## src/rtl/resp_arb_pkg.sv

```systemverilog
// Shared types for the response arbiter: FSM state encoding and source ids.
// The optional RESP_ARB_ROUND_ROBIN_EN build uses SRC_RF/SRC_ALU for last_grant.
package resp_arb_pkg;

  typedef enum logic [1:0] {
    IDLE        = 2'd0,
    SEND_RF     = 2'd1,
    SEND_ALU_LO = 2'd2,
    SEND_ALU_HI = 2'd3
  } arb_state_t;

  localparam logic SRC_RF  = 1'b0;
  localparam logic SRC_ALU = 1'b1;

endpackage

```

## src/rtl/resp_hold_slot.sv

```systemverilog
// One-entry holding slot with pend flag. A load in the same cycle the slot is
// freed is accepted; a load while pending and not freed is dropped (o_ovr).
module resp_hold_slot #(
  parameter int WIDTH = 8
) (
  input  logic             CLK,
  input  logic             RST,
  input  logic             i_vld,
  input  logic [WIDTH-1:0] i_data,
  input  logic             i_free,
  output logic             o_pend,
  output logic [WIDTH-1:0] o_data,
  output logic             o_ovr
);

  logic             r_pend;
  logic [WIDTH-1:0] r_data;
  logic             w_load;

  assign w_load = i_vld && (!r_pend || i_free);

  always_ff @(posedge CLK or posedge RST) begin
    if (RST) begin
      r_pend <= 1'b0;
      r_data <= '0;
    end else if (w_load) begin
      r_pend <= 1'b1;
      r_data <= i_data;
    end else if (i_free) begin
      r_pend <= 1'b0;
    end
  end

  assign o_pend = r_pend;
  assign o_data = r_data;
  assign o_ovr  = i_vld && r_pend && !i_free;

endmodule

```

## src/rtl/resp_arbiter.sv

```systemverilog
// Shares the TX FIFO write port between RF read data (1 frame) and ALU results
// (2 frames, LSB first). Define RESP_ARB_ROUND_ROBIN_EN for round-robin grant.
// FIFO handshake: a frame is written in every cycle where fifo_winc is high,
// which only happens in a SEND state with fifo_full low; full holds the state.
module resp_arbiter
  import resp_arb_pkg::*;
#(
  parameter int FRAME_WIDTH    = 8,
  parameter int ALU_DATA_WIDTH = 16  // must be 2*FRAME_WIDTH
) (
  input  logic                      CLK,
  input  logic                      RST,
  input  logic [FRAME_WIDTH-1:0]    rf_data,
  input  logic                      rf_vld,
  input  logic [ALU_DATA_WIDTH-1:0] alu_data,
  input  logic                      alu_vld,
  input  logic                      fifo_full,
  output logic [FRAME_WIDTH-1:0]    fifo_wdata,
  output logic                      fifo_winc,
  output logic                      busy,
  output logic                      ovr_err,
  output logic [1:0]                dbg_state
);

  arb_state_t                r_state;
  arb_state_t                w_next;
  logic                      w_rf_pend;
  logic                      w_alu_pend;
  logic [FRAME_WIDTH-1:0]    w_rf_data;
  logic [ALU_DATA_WIDTH-1:0] w_alu_data;
  logic                      w_rf_ovr;
  logic                      w_alu_ovr;
  logic                      w_write;
  logic                      w_rf_free;
  logic                      w_alu_free;
  logic                      w_grant_alu;

  assign w_write    = (r_state != IDLE) && !fifo_full;
  assign w_rf_free  = w_write && (r_state == SEND_RF);
  assign w_alu_free = w_write && (r_state == SEND_ALU_HI);

  resp_hold_slot #(.WIDTH(FRAME_WIDTH)) u_rf_slot (
    .CLK    (CLK),
    .RST    (RST),
    .i_vld  (rf_vld),
    .i_data (rf_data),
    .i_free (w_rf_free),
    .o_pend (w_rf_pend),
    .o_data (w_rf_data),
    .o_ovr  (w_rf_ovr)
  );

  resp_hold_slot #(.WIDTH(ALU_DATA_WIDTH)) u_alu_slot (
    .CLK    (CLK),
    .RST    (RST),
    .i_vld  (alu_vld),
    .i_data (alu_data),
    .i_free (w_alu_free),
    .o_pend (w_alu_pend),
    .o_data (w_alu_data),
    .o_ovr  (w_alu_ovr)
  );

`ifdef RESP_ARB_ROUND_ROBIN_EN
  logic r_last_grant;

  // On contention, favour whichever source was not granted last.
  assign w_grant_alu = w_alu_pend && (!w_rf_pend || (r_last_grant == SRC_RF));

  always_ff @(posedge CLK or posedge RST) begin
    if (RST) begin
      r_last_grant <= SRC_RF;
    end else if ((r_state == IDLE) && (w_rf_pend || w_alu_pend)) begin
      r_last_grant <= w_grant_alu ? SRC_ALU : SRC_RF;
    end
  end
`else
  assign w_grant_alu = w_alu_pend;
`endif

  always_ff @(posedge CLK or posedge RST) begin
    if (RST) begin
      r_state <= IDLE;
    end else begin
      r_state <= w_next;
    end
  end

  always_comb begin
    w_next     = r_state;
    fifo_wdata = '0;
    case (r_state)
      IDLE: begin
        if (w_grant_alu) begin
          w_next = SEND_ALU_LO;
        end else if (w_rf_pend) begin
          w_next = SEND_RF;
        end
      end
      SEND_RF: begin
        fifo_wdata = w_rf_data;
        if (!fifo_full) w_next = IDLE;
      end
      SEND_ALU_LO: begin
        fifo_wdata = w_alu_data[FRAME_WIDTH-1:0];
        if (!fifo_full) w_next = SEND_ALU_HI;
      end
      SEND_ALU_HI: begin
        fifo_wdata = w_alu_data[ALU_DATA_WIDTH-1:FRAME_WIDTH];
        if (!fifo_full) w_next = IDLE;
      end
      default: w_next = IDLE;
    endcase
  end

  assign fifo_winc = w_write;
  assign busy      = w_rf_pend || w_alu_pend || (r_state != IDLE);
  assign ovr_err   = w_rf_ovr || w_alu_ovr;
  assign dbg_state = r_state;

endmodule

```

## config.mk

```make
export PLATFORM = sky130hd
export DESIGN_NAME = resp_arbiter
export DESIGN_NICKNAME = d
export VERILOG_FILES = /design/src/rtl/resp_arb_pkg.sv /design/src/rtl/resp_hold_slot.sv /design/src/rtl/resp_arbiter.sv
export SDC_FILE = /design/constraint.sdc
export NUM_CORES = 1
export LEC_CHECK = 0
export CORE_ASPECT_RATIO = 0.8
export CORE_MARGIN = 1.5
export CORE_UTILIZATION = 30
export CTS_BUF_LIST = sky130_fd_sc_hd__clkbuf_2 sky130_fd_sc_hd__clkbuf_4 sky130_fd_sc_hd__clkbuf_8
export DETAILED_ROUTE_END_ITERATION = 16
export GPL_TIMING_DRIVEN = 0
export PLACE_DENSITY_LB_ADDON = 0.1
export SYNTH_ARGS = -nofsm -noshare
export SYNTH_HDL_FRONTEND = slang
export SYNTH_HIERARCHICAL = 1
export SYNTH_SLANG_ARGS = --single-unit
export TNS_END_PERCENT = 10
```

## constraint.sdc

```tcl
create_clock -name CLK -period 1.97 [get_ports CLK]
set_input_delay 0.2955 -clock CLK [delete_from_list [all_inputs] [get_ports CLK]]
set_output_delay 0.2955 -clock CLK [all_outputs]
set_load 0.005 [all_outputs]
```

After elaboration in Yosys (flattened, before gate mapping)
Index checks and enable logic that the tools add are counted.

Equality and inequality tests: 6. Muxes and demuxes: 10. Reduce and logical (&&, ||, !) cells: 25.

Operators with widths (number): 8-bit case mux with 3 select lines (1); 1-bit logical AND (9); 2-bit 2-to-1 mux (4); 2-bit case mux with 3 select lines (1); 2-bit nonzero test (3); 1-bit zero test (5); 1-bit logical OR (5); 2-bit equality test, second input constant (2); 1-bit 2-to-1 mux (4); 2-bit != test, second input constant (2); 3-bit by 1-bit != test with 1-bit output, second input constant (1); 3-bit AND reduction (1); 2-bit by 1-bit equality test with 1-bit output, second input constant (1); 2-bit zero test (1); 2-bit OR reduction (1).

Word-level logic and storage cells: 46. Output and inout port bits: 13. Bits in registers: 28.

Longest topological paths before layout
Gate-level depths: netlist of the first run.

Depth in word-level cells: 6. Gate-level depth with buffers: 7. Mapped depth without buffers: 4.

Hierarchy
Netlist of the first run, hierarchy kept.

Modules (own cells, without submodules): resp_hold_slot at u_alu_slot (times used 1, cells each 40, area each 703.2 µm²); resp_hold_slot at u_rf_slot (times used 1, cells each 23, area each 385.4 µm²); resp_arbiter (times used 1, cells each 38, area each 340.3 µm²).

Worst setup path before layout of the first run
Ideal clock, no wire load.

Path type: reg2reg. Start: register r_state[1] (netlist: dbg_state[1]). End: register u_alu_slot.r_data[0] (netlist: u_alu_slot/o_data[0]). Setup slack: 0.362 ns. Library setup time: 0.125 ns. Arrival time: 1.483 ns. Cell stages (with the launch flop): 8. Path buffers: 3. Cells stage by stage: dfrtp_1 buf_6 buf_8 and3b_1 nand2b_4 nand2_4 buf_12 mux2_4.

Longest elaborated chain between the ends: 5.

RTL lines: from (decl) (RTL line resp_arbiter.sv:25) `arb_state_t r_state;`; from (signal assigned) (RTL line resp_arbiter.sv:85) `r_state <= w_next;`; 2-bit nonzero test (RTL line resp_arbiter.sv:38) `assign w_write = (r_state != IDLE) && !fifo_full;`; 1-bit logical AND (RTL line resp_arbiter.sv:38); 1-bit logical AND * (RTL line resp_arbiter.sv:40) `assign w_alu_free = w_write && (r_state == SEND_ALU_HI);`; via w_alu_free (RTL line resp_arbiter.sv:35) `logic w_alu_free;`; 1-bit logical OR * (RTL line resp_hold_slot.sv:20) `assign w_load = i_vld && (!r_pend || i_free);`; 1-bit logical AND * (RTL line resp_hold_slot.sv:20); to (signal assigned) (RTL line resp_hold_slot.sv:28) `r_data <= i_data;`; to (decl) (RTL line resp_hold_slot.sv:17) `logic [WIDTH-1:0] r_data;`.

The timed path passes the listed nets; every way through them passes the cells marked *. A chain may end at the register's enable or synchronous reset.

Worst setup path in the final report of the first run
Start: register r_state[1] (netlist: dbg_state[1]). End: output ovr_err.

Longest elaborated chain between the ends: 6.

RTL lines: 2-bit nonzero test (RTL line resp_arbiter.sv:38); 1-bit logical AND (RTL line resp_arbiter.sv:38); 1-bit logical AND * (RTL line resp_arbiter.sv:39) `assign w_rf_free = w_write && (r_state == SEND_RF);`; via w_rf_free (RTL line resp_arbiter.sv:34) `logic w_rf_free;`; 1-bit zero test * (RTL line resp_hold_slot.sv:36) `assign o_ovr = i_vld && r_pend && !i_free;`; 1-bit logical AND * (RTL line resp_hold_slot.sv:36); via w_rf_ovr (RTL line resp_arbiter.sv:31) `logic w_rf_ovr;`; 1-bit logical OR * (RTL line resp_arbiter.sv:118) `assign ovr_err = w_rf_ovr || w_alu_ovr;`; to (decl) (RTL line resp_arbiter.sv:21) `output logic ovr_err,`.

Marked as above.

==> results.cfg, run 1 <==
[grt]
grt_pass1_wl_um = 4770
gr-usage-met1_pct = 15.8
grt_overflow = 0
met2_usage_pct = 21.3
antenna_found_initial = 0
met3_usage_pct = 3.94
grt_use_total_pct = 12.6
grt_pass1_vias = 979
top_usage_layer = met2
grt_max_degree = 18

[cells_and_area]
syn_to_final_growth_pct = 40.5
layout-drive-gt1-share_pct = 39.1
fill_cells = 413
regArea_sq_um = 702
multiInputGateArea_sq_um = 664
n_antenna_cell = 0
nets = 181

[floorplan]
die_area_sq_mm = 0.00519
row_count = 22
core_sq_mm = 0.00460
die-height_um = 64.7
initial_core_util_pct = 31.1
dieWidth_um = 80.2
io_pins = 42

[sta]
drv_slew = 0
worst-slew-pin-transition_ns = 0.697
finalCritPeriodShare_pct = 97.3
holdWs_ns = 0.218
setup_viol = 0
rsz0062_at_grt = true
worst_slack_ns = 0.0529
relSlewSlack_pct = 53.5
finalHoldViolCount = 0
finalClockSkew_ns = 0.00910
max_freq_ghz = 0.522
post-route-min-period_ns = 1.92

[synth]
ys_top_cells_by_area = dfrtp_1 (49%), mux2_4 (23%), mux2_2 (7.9%)
yosysUniqueCellTypes = 19
netlist.area_leader.share_pct = 49.0
ys_seq_elements = 28
async_flop_share_pct = 100
synth_commonest_cells = dfrtp_1 (28), mux2_4 (22), mux2_2 (10), a22o_1 (8), nor2_1 (6)
yosysTopAreaCell = dfrtp_1
synth_area_per_cell_sq_um = 14.1
syn_area_sq_mm = 0.00143
netlist_instances = 101
synth-edff-count = 0
yosysMostFrequentCell = dfrtp_1
synth_nets = 130
synth_flop_cell = dfrtp_1
yosys_warnings = 6
seq_area_frac_synth_pct = 49.0

[worst_setup_path]
reg2reg_slack_ns = 0.13
ff2ff_path_depth = 8
critPathKind = reg -> out
critPathArrivalTime_ns = 1.62
cp_cell_sequence = buf_6, buf_8, nor3b_2, nand2b_4, nor2_1, or2_4, clkbuf_2
cp_data_required_time_ns = 1.67
crit_family = simple AND/OR/NAND/NOR gates
end_kind = output port
worstPathMaxFanout = 7
reg2reg_to = u_alu_slot/o_data[3]
cp_slowest_cell = dfrtp_1
reg2reg_from = dbg_state[1]
worst_path_largest_cell_delay_ns = 0.40
crit_path_start_kind = flip-flop
crit_buf_inv = 3

[clock_network]
clock_sinks = 28
numCtsBuffers = 3
h-tree-depth = 1
clock_latency_ns = 0.27
postCtsHoldBufs = 0
cts_tree = done
cts-root-buf = clkbuf_8
clockBufferDepth = 2
cts.reportedPaths.clkPinSlew_ns = 0.10

[pwr]
power_density_mw_per_mm2 = 1490
p_leak_nw = 0.965
ir_worst_vdd_mv = 0.544

[flow_run]
drv_cap = 0

[detailed_routing]
vias_per_cell = 4.44
drtIter0Drc = 18
finalWirelength_um = 2950
wl_per_cell_um = 14.0
vias = 936
dr.pass1.iters = 3
postRouteAntennaNets = 0
drcViolationCount = 0

[min_path]
min_path_type = in -> async

[place]
dp_hpwl_um = 2280
io_buffers = 41
place_ws_ns = -0.240
gp_congestion = 0.785

[run_status]
outcome = completed
==> layer usage <==
layer	vias up	wire [um]	share of wire, %
li1	453	-	-
met1	460	1290	44
met2	21	1480	50
met3	2	153	5.2
met4	0	18	0.61
met5	-	0	0
==> worst max-delay path by stage <==
stage	cells after the start	slack (ns)	to	from
floorplan	7	0.36	u_alu_slot/o_data[0]	dbg_state[1]
global placement	6	-0.25	ovr_err	fifo_full
detailed placement	6	-0.24	ovr_err	fifo_full
CTS	7	-0.1	ovr_err	dbg_state[1]
global route	7	-0.01	ovr_err	dbg_state[1]
finish	7	0.05	ovr_err	dbg_state[1]
==> metrics by stage <==
step	instance area [sq um]	total power [mW]	utilization (%)	std cells	TNS, ns
after floorplan	1430	2.02	-	101	0
after global placement	1910	2.59	41.6	202	-0.252
after detailed placement	1910	2.62	41.6	202	-0.240
after CTS	2010	3.04	43.8	209	-0.0980
after global routing	2010	3.20	43.7	211	-0.0123
final	2010	2.99	43.7	211	0
==> final cells by class <==
cell class / count / area share, %
flip-flops and latches: 28 / 35.0
multi-input cells: 63 / 33.1
well taps: 60 / 3.74
inverters: 5 / 0.935
repair buffers: 46 / 20.8
clock inverters: 1 / 1.50
clock buffers: 3 / 2.06
plain buffers: 5 / 2.93
==> cells in the final DEF (no fill, tap or decap), types with 2 or more instances in the layout <==
cell type and n:
a22o_1 8, buf_4 6, clkbuf_2 6, clkbuf_8 3, clkdlybuf4s50_1 30, dfrtp_1 27
dlygate4sd2_1 5, inv_1 5, mux2_2 10, mux2_4 22, nand2_1 5, nand2_4 2
nand2b_4 2, nor2_1 5, nor2b_1 2, o21ai_0 3
==> sequential cells by signal, summed over array words and instances (netlist names) <==
| signal | cells |
|---|---|
| u_alu_slot/o_pend | 1 |
| u_rf_slot/o_pend | 1 |
| u_rf_slot/o_data | 8 |
| dbg_state | 2 |
| u_alu_slot/o_data | 16 |
==> where the power goes <==
part | total, mW | leakage [nW] | switching [mW] | internal [mW]
clock network | 0.445 | 0.0357 | 0.173 | 0.272
registers | 1.04 | 0.325 | 0.185 | 0.858
logic | 1.51 | 0.604 | 0.501 | 1.00
==> cells by family (layout without fill, tap and decap cells) <==
family | Yosys count | after routing | synth area share (%)
AO/OA/AOI/OAI | 11 | 11 | 5.95
buffers and inverters | 10 | 60 | 5.17
AND/OR/NAND/NOR | 20 | 20 | 8.84
multiplexers | 32 | 32 | 31.0
flip-flops | 28 | 28 | 49.0
==> worst reg2reg max path: stages, from the launching register on <==
cell	delay [ns]
dfrtp_1	0.40
buf_6	0.14
buf_8	0.13
and3b_1	0.16
nand2b_4	0.13
buf_4	0.14
nand2_4	0.14
buf_12	0.17
mux2_4	0.31
==> repair_timing <==
action | in CTS | in global routing
buffers inserted | 3 | 2
endpoints found under the setup margin | 11 | 6
gates resized for setup | 21 | 7
pin swaps | 1 | 2
Note: power is estimated with default switching activity, not from simulation.
==> run 2: changes to the inputs <==
SYNTH_HIERARCHICAL = not set   (was 1)
TNS_END_PERCENT = not set   (was 10)
==> results.cfg, run 2 <==
[grt]
grt_overflow = 0
grt_max_degree = 29
grt_pass1_wl_um = 5040
antenna_found_initial = 0
grt_pass1_vias = 975
grt_use_total_pct = 13.8

[cells_and_area]
final_common_cell = clkdlybuf4s50_1
layout-drive-gt1-share_pct = 43.1
nets = 183
layout.cells.most_common_list = clkdlybuf4s50_1 (29), dfrtp_1 (26), mux2_2 (18)
syn_to_final_growth_pct = 51.9
fin_util_pct = 47.9
regArea_sq_um = 703
largest_reg_flops = 16
fill_cells = 382
n_antenna_cell = 0
multiInputGateArea_sq_um = 628

[detailed_routing]
vias_per_cell = 4.47
drcViolationCount = 0
finalWirelength_um = 3160
wl_per_cell_um = 15.0
vias = 938
postRouteAntennaNets = 0
dr.pass1.iters = 4
drtIter0Drc = 50

[worst_setup_path]
cp_slowest_cell = dfrtp_2
reg2reg_from = dbg_state[0]
critPathCapture = fifo_wdata[7]
ff2ff_path_depth = 7
crit_path_start_kind = flip-flop
critPathKind = reg -> out
reg2reg_slack_ns = 0.13
crit_family = flip-flops
critPathArrivalTime_ns = 1.63
worst_path_largest_cell_delay_ns = 0.45
end_kind = output port
reg2reg_to = u_alu_slot.o_data[3]
path_depth = 4
cp_cell_sequence = buf_6, mux2_4, a22o_1, dlygate4sd2_1
cp_data_required_time_ns = 1.67
critPathLaunch = dbg_state[0]
crit_buf_inv = 2
worstPathMaxFanout = 4

[pwr]
intPower_mw = 2.12
power_frac_seq_pct = 34.2
ir_worst_vdd_mv = 0.603
p_leak_nw = 0.947
clockPowerShare_pct = 12.0
combPwrFrac_pct = 53.8
total_power_mw = 3.07
power.switching_uw = 948
power_density_mw_per_mm2 = 1510
netSwitchingFraction_pct = 30.9

[min_path]
min_path_type = in -> reg

[floorplan]
core_sq_mm = 0.00423
row_count = 21
die_area_sq_mm = 0.00486
die-height_um = 62.7
dieWidth_um = 77.6
initial_core_util_pct = 31.6
io_pins = 42

[synth]
synth_area_per_cell_sq_um = 14.1
synth_nets = 124
yosysTopAreaCell = dfrtp_1
async_flop_share_pct = 100
ys_seq_elements = 28
syn_area_sq_mm = 0.00134
yosysUniqueCellTypes = 17
synth_flop_cell = dfrtp_1
netlist.area_leader.share_pct = 52.5
seq_area_frac_synth_pct = 52.5
yosysMostFrequentCell = dfrtp_1
yosys_warnings = 0
synth_commonest_cells = dfrtp_1 (28), mux2_2 (22), mux2_4 (10), a22o_1 (9), nor2_1 (9)
synth-edff-count = 0
netlist_instances = 95
ys_top_cells_by_area = dfrtp_1 (52%), mux2_2 (19%), mux2_4 (11%)

[sta]
rsz0062_at_grt = true
post-route-min-period_ns = 1.93
finalHoldViolCount = 0
drv_slew = 0
finalCritPeriodShare_pct = 97.7
worst_slack_ns = 0.0446
worst-slew-pin-transition_ns = 1.09
setup_viol = 0
max_freq_ghz = 0.519
finalClockSkew_ns = 0.00394
relSlewSlack_pct = 27.1

[clock_network]
clock_latency_ns = 0.28
clockBufferDepth = 2
h-tree-depth = 1
numCtsBuffers = 3
cts_tree = done
clock_sinks = 28
cts.reportedPaths.clkPinSlew_ns = 0.10
cts-root-buf = clkbuf_8

[place]
dp_hpwl_um = 2140
io_buffers = 41
gp_congestion = 0.798
place_ws_ns = -0.240

[run_status]
outcome = completed

[flow_run]
drv_cap = 0
run 2: cell count changes in the layout (fill, tap and decap cells not counted), sizes merged, moves of 2 or more:
cell / previous run / this run
dlymetal6s2s: 0 / 6
nor2b: 2 / 0
o21ai: 3 / 1
buf: 9 / 16
nand2b: 2 / 0
nor2: 6 / 9
dlygate4sd2: 5 / 2
nand2: 7 / 1
clkbuf: 9 / 7
run 2: per-stage QoR:
| stage | area [sq um] | std cells | hold WS [ns] | TNS, ns |
|---|---|---|---|---|
| 2_1_floorplan | 1340 | 95 | 0.361 | 0 |
| 3_3_place_gp | 1820 | 193 | 0.485 | -0.932 |
| 3_5_place_dp | 1820 | 193 | 0.490 | -1.24 |
| 4_1_cts | 1950 | 205 | 0.516 | -0.624 |
| 5_1_grt | 2030 | 210 | 0.479 | -0.0695 |
| 6_report | 2030 | 210 | 0.444 | 0 |
run 2: timing repair:
action | 4_1_cts | 5_1_grt
buffers inserted | 7 | 5
cloned | 1 | 0
pin swaps | 0 | 4
gates resized for setup | 14 | 26
hold buffers | 0 | 0
endpoints found under the setup margin | 11 | 11
run 2: cell families after synthesis:
logic type             share of synthesized area [%]
muxes                                           29.8
DFF                                             52.5
and+or+nand+nor                                 5.34
AOI/OAI and AO/OA                               9.00
buffers and inverters                           3.37
run 2: power by group through the flow:
| stage | Combinational [mW] | Clock [mW] | Sequential, mW |
|---|---|---|---|
| after floorplan | 0.874 | 0 | 0.986 |
| after global placement | 1.40 | 0 | 1.03 |
| after detailed placement | 1.42 | 0 | 1.04 |
| after CTS | 1.51 | 0.379 | 1.04 |
| after global routing | 1.78 | 0.412 | 1.09 |
| final | 1.65 | 0.368 | 1.05 |
run 2: worst min-delay path by stage:
stage / cells past startpoint / startpoint / slack [ns] / to
final: 3 / fifo_full / 0.44 / dbg_state[1]
after global routing: 3 / fifo_full / 0.48 / dbg_state[1]
after global placement: 1 / u_alu_slot.o_data[13] / 0.49 / u_alu_slot.o_data[13]
after floorplan: 1 / RST / 0.36 / dbg_state[0]
after detailed placement: 1 / u_alu_slot.o_data[8] / 0.49 / u_alu_slot.o_data[8]
after CTS: 1 / u_alu_slot.o_data[5] / 0.52 / u_alu_slot.o_data[5]
run 2: layout make-up:
type,instances,area share (%)
Buffer,3,1.91
Sequential cell,28,34.7
Multi-Input combinational cell,60,31.0
Timing Repair Buffer,54,25.5
Inverter,4,0.740
Clock buffer,4,2.71
Tap cell,57,3.52
run 2: worst reg2reg max path, delay by kind of cell, from the launching register on:
kind	cells	cell delay [ns]
compound gates	1	0.32
flops	1	0.42
simple gates	1	0.09
buf+inv	4	0.58
mux	1	0.31
run 2: layer usage:
layer	up-vias	GRT usage (%)	wire [um]
li1	456	-	-
met1	450	19.4	1510
met2	25	18.9	1410
met3	7	4.96	182
met4	0	6.14	57
met5	-	0	0
==> run 3: changes to the inputs <==
ABC_CLOCK_PERIOD_IN_PS = 1970   (was not set)
==> results of run 3 <==
Final layout, timing and power as in run 2 (identical DEF).
